[src/rtl/alu_pkg.sv]
// Shared ALU definitions: sequencer state encoding, rotate-unit control
// field positions and the flag bundle that result-producing stages present.
package alu_pkg;

    localparam int BUS_WIDTH      = 8;
    localparam int BUS_WIDTH_BITS = 3;

    // Bit positions inside the rotate-unit control word (rs_b)
    localparam int RS_THRU    = BUS_WIDTH_BITS + 1;
    localparam int RS_DIR     = BUS_WIDTH_BITS;
    localparam int RS_AMT_MSB = BUS_WIDTH_BITS - 1;
    localparam int RS_AMT_LSB = 0;

    typedef enum logic [1:0] {
        ST_IDLE = 2'd0,
        ST_STEP = 2'd1,
        ST_DONE = 2'd2
    } seq_state_e;

    typedef struct packed {
        logic zero;
        logic neg;
        logic cout;
    } flags_t;

    // Build a rotate-unit control word from its fields
    function automatic logic [BUS_WIDTH_BITS+1:0] make_rs_b(
        input logic                      thru,
        input logic                      left,
        input logic [BUS_WIDTH_BITS-1:0] amt
    );
        logic [BUS_WIDTH_BITS+1:0] w;
        w                         = '0;
        w[RS_THRU]                = thru;
        w[RS_DIR]                 = left;
        w[RS_AMT_MSB:RS_AMT_LSB]  = amt;
        return w;
    endfunction

endpackage

[src/rtl/alu_flag_gen.sv]
// Combinational zero / negative flag generation for a data word.
// Kept separate so other ALU stages can share the same flag logic.
module alu_flag_gen #(
    parameter int WIDTH = 8
) (
    input  logic [WIDTH-1:0] i_word,
    output logic             o_zero,
    output logic             o_neg
);

    assign o_zero = (i_word == {WIDTH{1'b0}});
    assign o_neg  = i_word[WIDTH-1];

endmodule

[src/rtl/shift_sequencer.sv]
// Multi-cycle rotate sequencer. The external rotate unit is only trusted for
// single-bit rotations, so an N-bit request is carried out as N single-bit
// steps, feeding the unit's result back into the work register each clock.
module shift_sequencer
    import alu_pkg::*;
#(
    parameter int BUS_WIDTH      = alu_pkg::BUS_WIDTH,
    parameter int BUS_WIDTH_BITS = alu_pkg::BUS_WIDTH_BITS
) (
    input  logic                      clk,
    input  logic                      rst_n,
    // request handshake
    input  logic                      req_valid,
    output logic                      req_ready,
    input  logic [BUS_WIDTH-1:0]      req_a,
    input  logic [BUS_WIDTH_BITS-1:0] req_amt,
    input  logic                      req_left,
    input  logic                      req_thru_carry,
    input  logic                      req_cin,
    // rotate unit interface
    output logic [BUS_WIDTH-1:0]      rs_a,
    output logic [BUS_WIDTH_BITS+1:0] rs_b,
    output logic                      rs_cin,
    input  logic [BUS_WIDTH-1:0]      rs_y,
    input  logic                      rs_cout,
    // result handshake
    output logic                      res_valid,
    input  logic                      res_ready,
    output logic [BUS_WIDTH-1:0]      res_y,
    output logic                      res_cout,
    output logic                      res_zero,
    output logic                      res_neg,
    output logic                      busy
);

    localparam logic [BUS_WIDTH_BITS-1:0] ONE_STEP  = BUS_WIDTH_BITS'(1);
    localparam logic [BUS_WIDTH_BITS-1:0] ZERO_STEP = {BUS_WIDTH_BITS{1'b0}};

    seq_state_e                r_state;
    seq_state_e                w_state_next;
    logic [BUS_WIDTH-1:0]      r_work;
    logic                      r_carry;
    logic [BUS_WIDTH_BITS-1:0] r_count;
    logic                      r_left;
    logic                      r_thru;

    logic                      w_accept;
    logic                      w_zero;
    logic                      w_neg;
    flags_t                    w_flags;

    assign w_accept = req_valid && (r_state == ST_IDLE);

    alu_flag_gen #(
        .WIDTH (BUS_WIDTH)
    ) u_flag_gen (
        .i_word (r_work),
        .o_zero (w_zero),
        .o_neg  (w_neg)
    );

    // State register
    always_ff @(posedge clk or negedge rst_n) begin
        if (!rst_n) begin
            r_state <= ST_IDLE;
        end else begin
            r_state <= w_state_next;
        end
    end

    // Next-state decode
    always_comb begin
        w_state_next = r_state;
        case (r_state)
            ST_IDLE: begin
                if (w_accept) begin
                    w_state_next = (req_amt == ZERO_STEP) ? ST_DONE : ST_STEP;
                end else begin
                    w_state_next = ST_IDLE;
                end
            end
            ST_STEP: begin
                if (r_count == ONE_STEP) begin
                    w_state_next = ST_DONE;
                end else begin
                    w_state_next = ST_STEP;
                end
            end
            ST_DONE: begin
                if (res_ready) begin
                    w_state_next = ST_IDLE;
                end else begin
                    w_state_next = ST_DONE;
                end
            end
            default: w_state_next = ST_IDLE;
        endcase
    end

    // Datapath: capture the request, then fold one rotate-unit step per clock
    always_ff @(posedge clk or negedge rst_n) begin
        if (!rst_n) begin
            r_work  <= {BUS_WIDTH{1'b0}};
            r_carry <= 1'b0;
            r_count <= ZERO_STEP;
            r_left  <= 1'b0;
            r_thru  <= 1'b0;
        end else begin
            case (r_state)
                ST_IDLE: begin
                    if (w_accept) begin
                        r_work  <= req_a;
                        r_carry <= req_cin;
                        r_count <= req_amt;
                        r_left  <= req_left;
                        r_thru  <= req_thru_carry;
                    end
                end
                ST_STEP: begin
                    // carry-out is registered even when the unit just passes it through
                    r_work  <= rs_y;
                    r_carry <= rs_cout;
                    r_count <= r_count - ONE_STEP;
                end
                ST_DONE: begin
                    r_work  <= r_work;
                    r_carry <= r_carry;
                end
                default: begin
                    r_work  <= {BUS_WIDTH{1'b0}};
                    r_carry <= 1'b0;
                    r_count <= ZERO_STEP;
                end
            endcase
        end
    end

    // Output decode from registered state; rotate unit only sees a non-zero
    // control word while stepping, and always a rotation of exactly one
    always_comb begin
        w_flags.zero = w_zero;
        w_flags.neg  = w_neg;
        w_flags.cout = r_carry;

        rs_a   = r_work;
        rs_cin = r_carry;
        if (r_state == ST_STEP) begin
            rs_b = make_rs_b(r_thru, r_left, ONE_STEP);
        end else begin
            rs_b = {(BUS_WIDTH_BITS+2){1'b0}};
        end

        req_ready = (r_state == ST_IDLE);
        res_valid = (r_state == ST_DONE);
        busy      = (r_state == ST_STEP) || (r_state == ST_DONE);
        res_y     = r_work;
        res_cout  = w_flags.cout;
        res_zero  = w_flags.zero;
        res_neg   = w_flags.neg;
    end

endmodule

[config.mk]
export PLATFORM = sky130hd
export DESIGN_NAME = shift_sequencer
export DESIGN_NICKNAME = d
export VERILOG_FILES = /design/src/rtl/alu_pkg.sv /design/src/rtl/alu_flag_gen.sv /design/src/rtl/shift_sequencer.sv
export SDC_FILE = /design/constraint.sdc
export NUM_CORES = 1
export LEC_CHECK = 0
export BUFFER_PORTS_ARGS = -buffer_cell sky130_fd_sc_hd__buf_4
export CAP_MARGIN = 20
export CORE_ASPECT_RATIO = 0.7
export CORE_MARGIN = 2
export CORE_UTILIZATION = 40
export DETAILED_ROUTE_END_ITERATION = 10
export PLACE_DENSITY = 0.73
export RECOVER_POWER = 50
export SLEW_MARGIN = 20
export SYNTH_ARGS = -nofsm -noshare
export SYNTH_HDL_FRONTEND = slang
export SYNTH_HIERARCHICAL = 1
export SYNTH_SLANG_ARGS = --single-unit
[constraint.sdc]
create_clock -name clk -period 1.6 [get_ports clk]
set_input_delay 0.24 -clock clk [delete_from_list [all_inputs] [get_ports clk]]
set_output_delay 0.24 -clock clk [all_outputs]
set_load 0.05 [all_outputs]
# Yosys cells after proc, flatten, opt, wreduce, memory -nomap -nowiden
# Cells that the tools add are included.
# W data, S select, Z words.
[classes] add_sub_neg=1 eq_ne=4 n_mux=12 bitwise=1 n_reduce_logical=7
[ops] operator="$pmux W8 S3" n=1
[ops] operator="$pmux W3 S3" n=1
[ops] operator="$logic_not A8 Y1" n=1
[ops] operator="$mux W2" n=4
[ops] operator="$mux W8" n=1
[ops] operator="$pmux W2 S3" n=1
[ops] operator="$mux W5" n=1
[ops] operator="$reduce_and A2 Y1" n=2
[ops] operator="$eq A3 B1 Y1 const B" n=1
[ops] operator="$logic_not A3 Y1" n=1
[ops] operator="$mux W3" n=1
[ops] operator="$pmux W1 S3" n=1
[ops] operator="$sub A3 B1 Y3 const B" n=1
[ops] operator="$eq A2 B1 Y1 const B" n=1
[ops] operator="$eq A2 B2 Y1 const B" n=1
[ops] operator="$logic_not A2 Y1" n=1
[ops] operator="$ne A2 B1 Y1 const B" n=1
[ops] operator="$logic_and A1 B1 Y1" n=1
[ops] operator="$logic_or A1 B1 Y1" n=1
[ops] operator="$mux W1" n=1
[ops] operator="$not A1 Y1" n=1
[word_totals] reg_bits=16 in_bits=27 output_inout_bits=28 wordCells=31

# Depth between registers and ports, before layout
[depth] depth_word=4 ltp_mapped=7 depth_no_buf=5

# Modules after synthesis
# Netlist, hierarchy kept.
[modules_own_cells] mod="shift_sequencer" instances=1 cells_each=86 area_per_inst_um2=1019.7
[modules_own_cells] mod="alu_flag_gen" instances=1 cells_each=4 area_per_inst_um2=26.3

# Worst setup path before layout
# OpenSTA, ideal clock, no wires.
[synth_timing] path_kind="register to output" startpoint="register r_work[7] (netlist: res_y[7])" endpoint="output res_zero" arrival_time_ps=1815 slack_ps=-455 path_stages_with_launch=3 n_path_buf=0 path_cell_list="dfrtp_1 or4_1 nor2_1"
[synth_via] elab_chain_len=1
[synth_rtl] element="start, declared" line="shift_sequencer.sv:41" source="logic [BUS_WIDTH-1:0] r_work;"
[synth_rtl] element="start signal, assigned" line="shift_sequencer.sv:103" source="r_work <= {BUS_WIDTH{1'b0}};"
[synth_rtl] element="start signal, assigned" line="shift_sequencer.sv:112" source="r_work <= req_a;"
[synth_rtl] element="start signal, assigned" line="shift_sequencer.sv:121" source="r_work <= rs_y;"
[synth_rtl] element="$logic_not A8 Y1" line="alu_flag_gen.sv:11" source="assign o_zero = (i_word == {WIDTH{1'b0}});"
[synth_rtl] element="end, declared" line="shift_sequencer.sv:31" source="output logic res_zero,"
# No other way between the ends.

# Final worst setup path
[layout_timing] startpoint="register r_work[1] (netlist: res_y[1])" endpoint="output res_zero"
# Same word-level chain as after synthesis.

==> flow_summary.yaml <==
setup_path:
  worstPathArrival_ns: 1.46
  reg2reg_depth: 6
  endpoint_kind: "output pin"
  cp_max_fo: 2
  slowest_delay_ns: 0.54
  required_ns: 1.36
  crit_slowest_cell: "or4_4"
  start_kind: "flop"
  ff2ff_setup_slack_ns: 0.10
  crit_type: "flop to output pin"
  crit_path_cell_trace: "or4_4, nor2_4, buf_6"
drt:
  antenna_left: 0
  drt_pass1_iterations: 6
  detail_route.wl_per_cell_um: 13.6
  route.detailed.drc: 0
  vias: 873
  via_per_inst: 4.93
  wirelength_mm: 2.40
  drt_iter0_markers: 35
logic_synthesis:
  yosysWarnings: 6
  synth.distinct_cells: 28
  ys_ff_latch: 16
  yosysTopAreaCell: "dfrtp_1"
  synth_cells: 90
  avgSynthCellArea_um2: 11.6
  synth_top_area_share_pct: 38.3
  synth_area_mm2: 0.00105
  yosysSeqAreaShare_pct: 38.3
  yosys-top-cells-area: "dfrtp_1, mux2_4, buf_4, a22o_1, ha_1"
final_layout:
  area_growth_pct: 49.6
  antenna_cells: 0
  drive_gt1_share_pct: 61.5
  multiInputGateArea_um2: 542
  n_fill_cell: 217
  final-seq-area_um2: 408
  finalNetCount: 177
run_status:
  failed_checks: "negative setup slack"
  outcome: "complete, but fails checks"
sta:
  slew_viol_final: 0
  hold_viol: 0
  fin_ws_ns: -0.0969
  post-route-period-util_pct: 106
  maxClockFrequency_mhz: 589
  hold_slack_ns: 0.203
  clock_skew_ns: 0.00528
  period_minus_slack_ns: 1.70
  setup_viol: 1
  rsz0062_at_grt: "true"
  worst_slew_pin_slew_ns: 0.874
  slew_headroom_pct: 41.7
floorplanning:
  die_area_mm2: 0.00305
  die_w_um: 65.1
  io_pins: 55
  num_rows: 15
  core_mm2: 0.00248
  start_util_pct: 42.2
  die_h_um: 46.8
clocking:
  cts_buffer_depth: 2
  clk_latency_ns: 0.25
  htree_levels: 1
  path_clk_slew_ns: 0.07
  cts_tree: "yes"
  cts_made_buffers: 3
  clockRootBuffer: "clkbuf_8"
  cts.sinks: 16
global_routing:
  grt_pass1_wl_mm: 3.74
  antenna_found_initial: 0
  grt_max_degree: 17
  grt_remaining_overflow: 0
  grt_pass1_vias: 783
  grtUsageTotal_pct: 16.8
job:
  maxCapViolCount: 0
placed_design:
  place.gp.congestion: 0.833
  hpwl_mm: 1.79
  io_buffers: 52
hold_path:
  holdPathStages: 2
  hold_class: "input port to flop"
## per-layer routing
| metal | routed length (um) | global-route usage, % | part of all wire (%) | up-vias |
|---|---|---|---|---|
| met5 | 0 | 0 | 0 | - |
| met4 | 19 | 4.58 | 0.79 | 0 |
| met3 | 234 | 5.04 | 9.8 | 6 |
| met2 | 1100 | 28.0 | 46 | 47 |
| met1 | 1050 | 21.9 | 44 | 406 |
| li1 | - | - | - | 414 |
## cell type report
class                   instances  share of cell area [%]
clock buffers                   4                    3.52
multi-input cells              53                    34.6
well taps                      34                    2.72
flip-flops and latches         16                    26.1
inverters                       6                    1.44
repair buffers                 64                    31.7
## critical path: cells and delay by family (launching register included)
family	cells	cell delay, ns
simple gates	2	0.66
flops	1	0.40
buf+inv	1	0.16
## cells in the final DEF, fill, tap and decap left out, drive strengths merged, types with 3 or more instances in the layout
master	instances
a22o	9
buf	58
clkbuf	9
dfrtp	16
ha	6
inv	6
mux2	11
or4	3
## kinds of logic (layout without fill, tap and decap cells)
| family | Yosys count | in the layout | share of synthesized area (%) |
|---|---|---|---|
| simple gates | 15 | 15 | 9.81 |
| compound gates | 17 | 17 | 12.9 |
| other cells | 1 | 2 | 0.359 |
| flops | 16 | 16 | 38.3 |
| buf+inv | 22 | 74 | 14.8 |
| fa+ha+maj | 6 | 6 | 7.18 |
| mux | 13 | 13 | 16.6 |
## state kept, by name (all words and copies together), names as in the netlist
signal    flops
res_y         8
r_count       3
r_state       2
r_left        1
r_thru        1
res_cout      1
## path summary, 6_finish.rpt
check | from | to
worst max-delay path | res_y[1] | res_zero
worst min-delay path | req_thru_carry | r_thru
worst max register to register | r_state[1] | res_y[3]
worst min register to register | r_left | r_left
max in group asynchronous | rst_n | res_y[3]
min in group asynchronous | rst_n | r_count[1]
## metrics by stage
stage               util (%)  setup slack, ns  instances  instance area, um2  setup TNS, ns
global placement        58.4            0.119        165                1450              0
floorplan                  -          -0.0211         91                1110        -0.0211
finish                  63.2          -0.0969        177                1570        -0.0969
CTS                     63.5           -0.105        177                1570         -0.105
global route            63.2           -0.135        177                1570         -0.135
detailed placement      58.4           0.0599        165                1450              0
## synthesized netlist by cell type
cell	n
o41a_1	1
nand3_1	1
nor2_1	1
ha_1	6
and2b_4	1
mux2_1	3
buf_12	1
a22oi_1	2
buf_2	2
inv_1	6
or4_1	3
o21ai_0	2
a31oi_1	1
nand3b_1	2
and2_1	2
nand4b_1	1
buf_4	12
mux2_4	8
dlymetal6s2s_1	1
nand2_1	2
a22o_1	9
a21oi_1	1
nor2_4	1
mux2i_1	2
nand2b_1	1
dfrtp_1	16
conb_1	1
o311ai_1	1
## repair_timing
item | CTS | global route
buffers inserted | 7 | 0
hold buffers | 1 | 0
cloned | 0 | 0
pin swaps | 2 | 1
resized for setup | 2 | 4
endpoints found under the hold margin | 16 | 0
setup endpoints to repair | 5 | 4
Power is left out: the tool's default activity adds up to more than one toggle a clock period on the data nets, which glitch-free logic cannot reach.
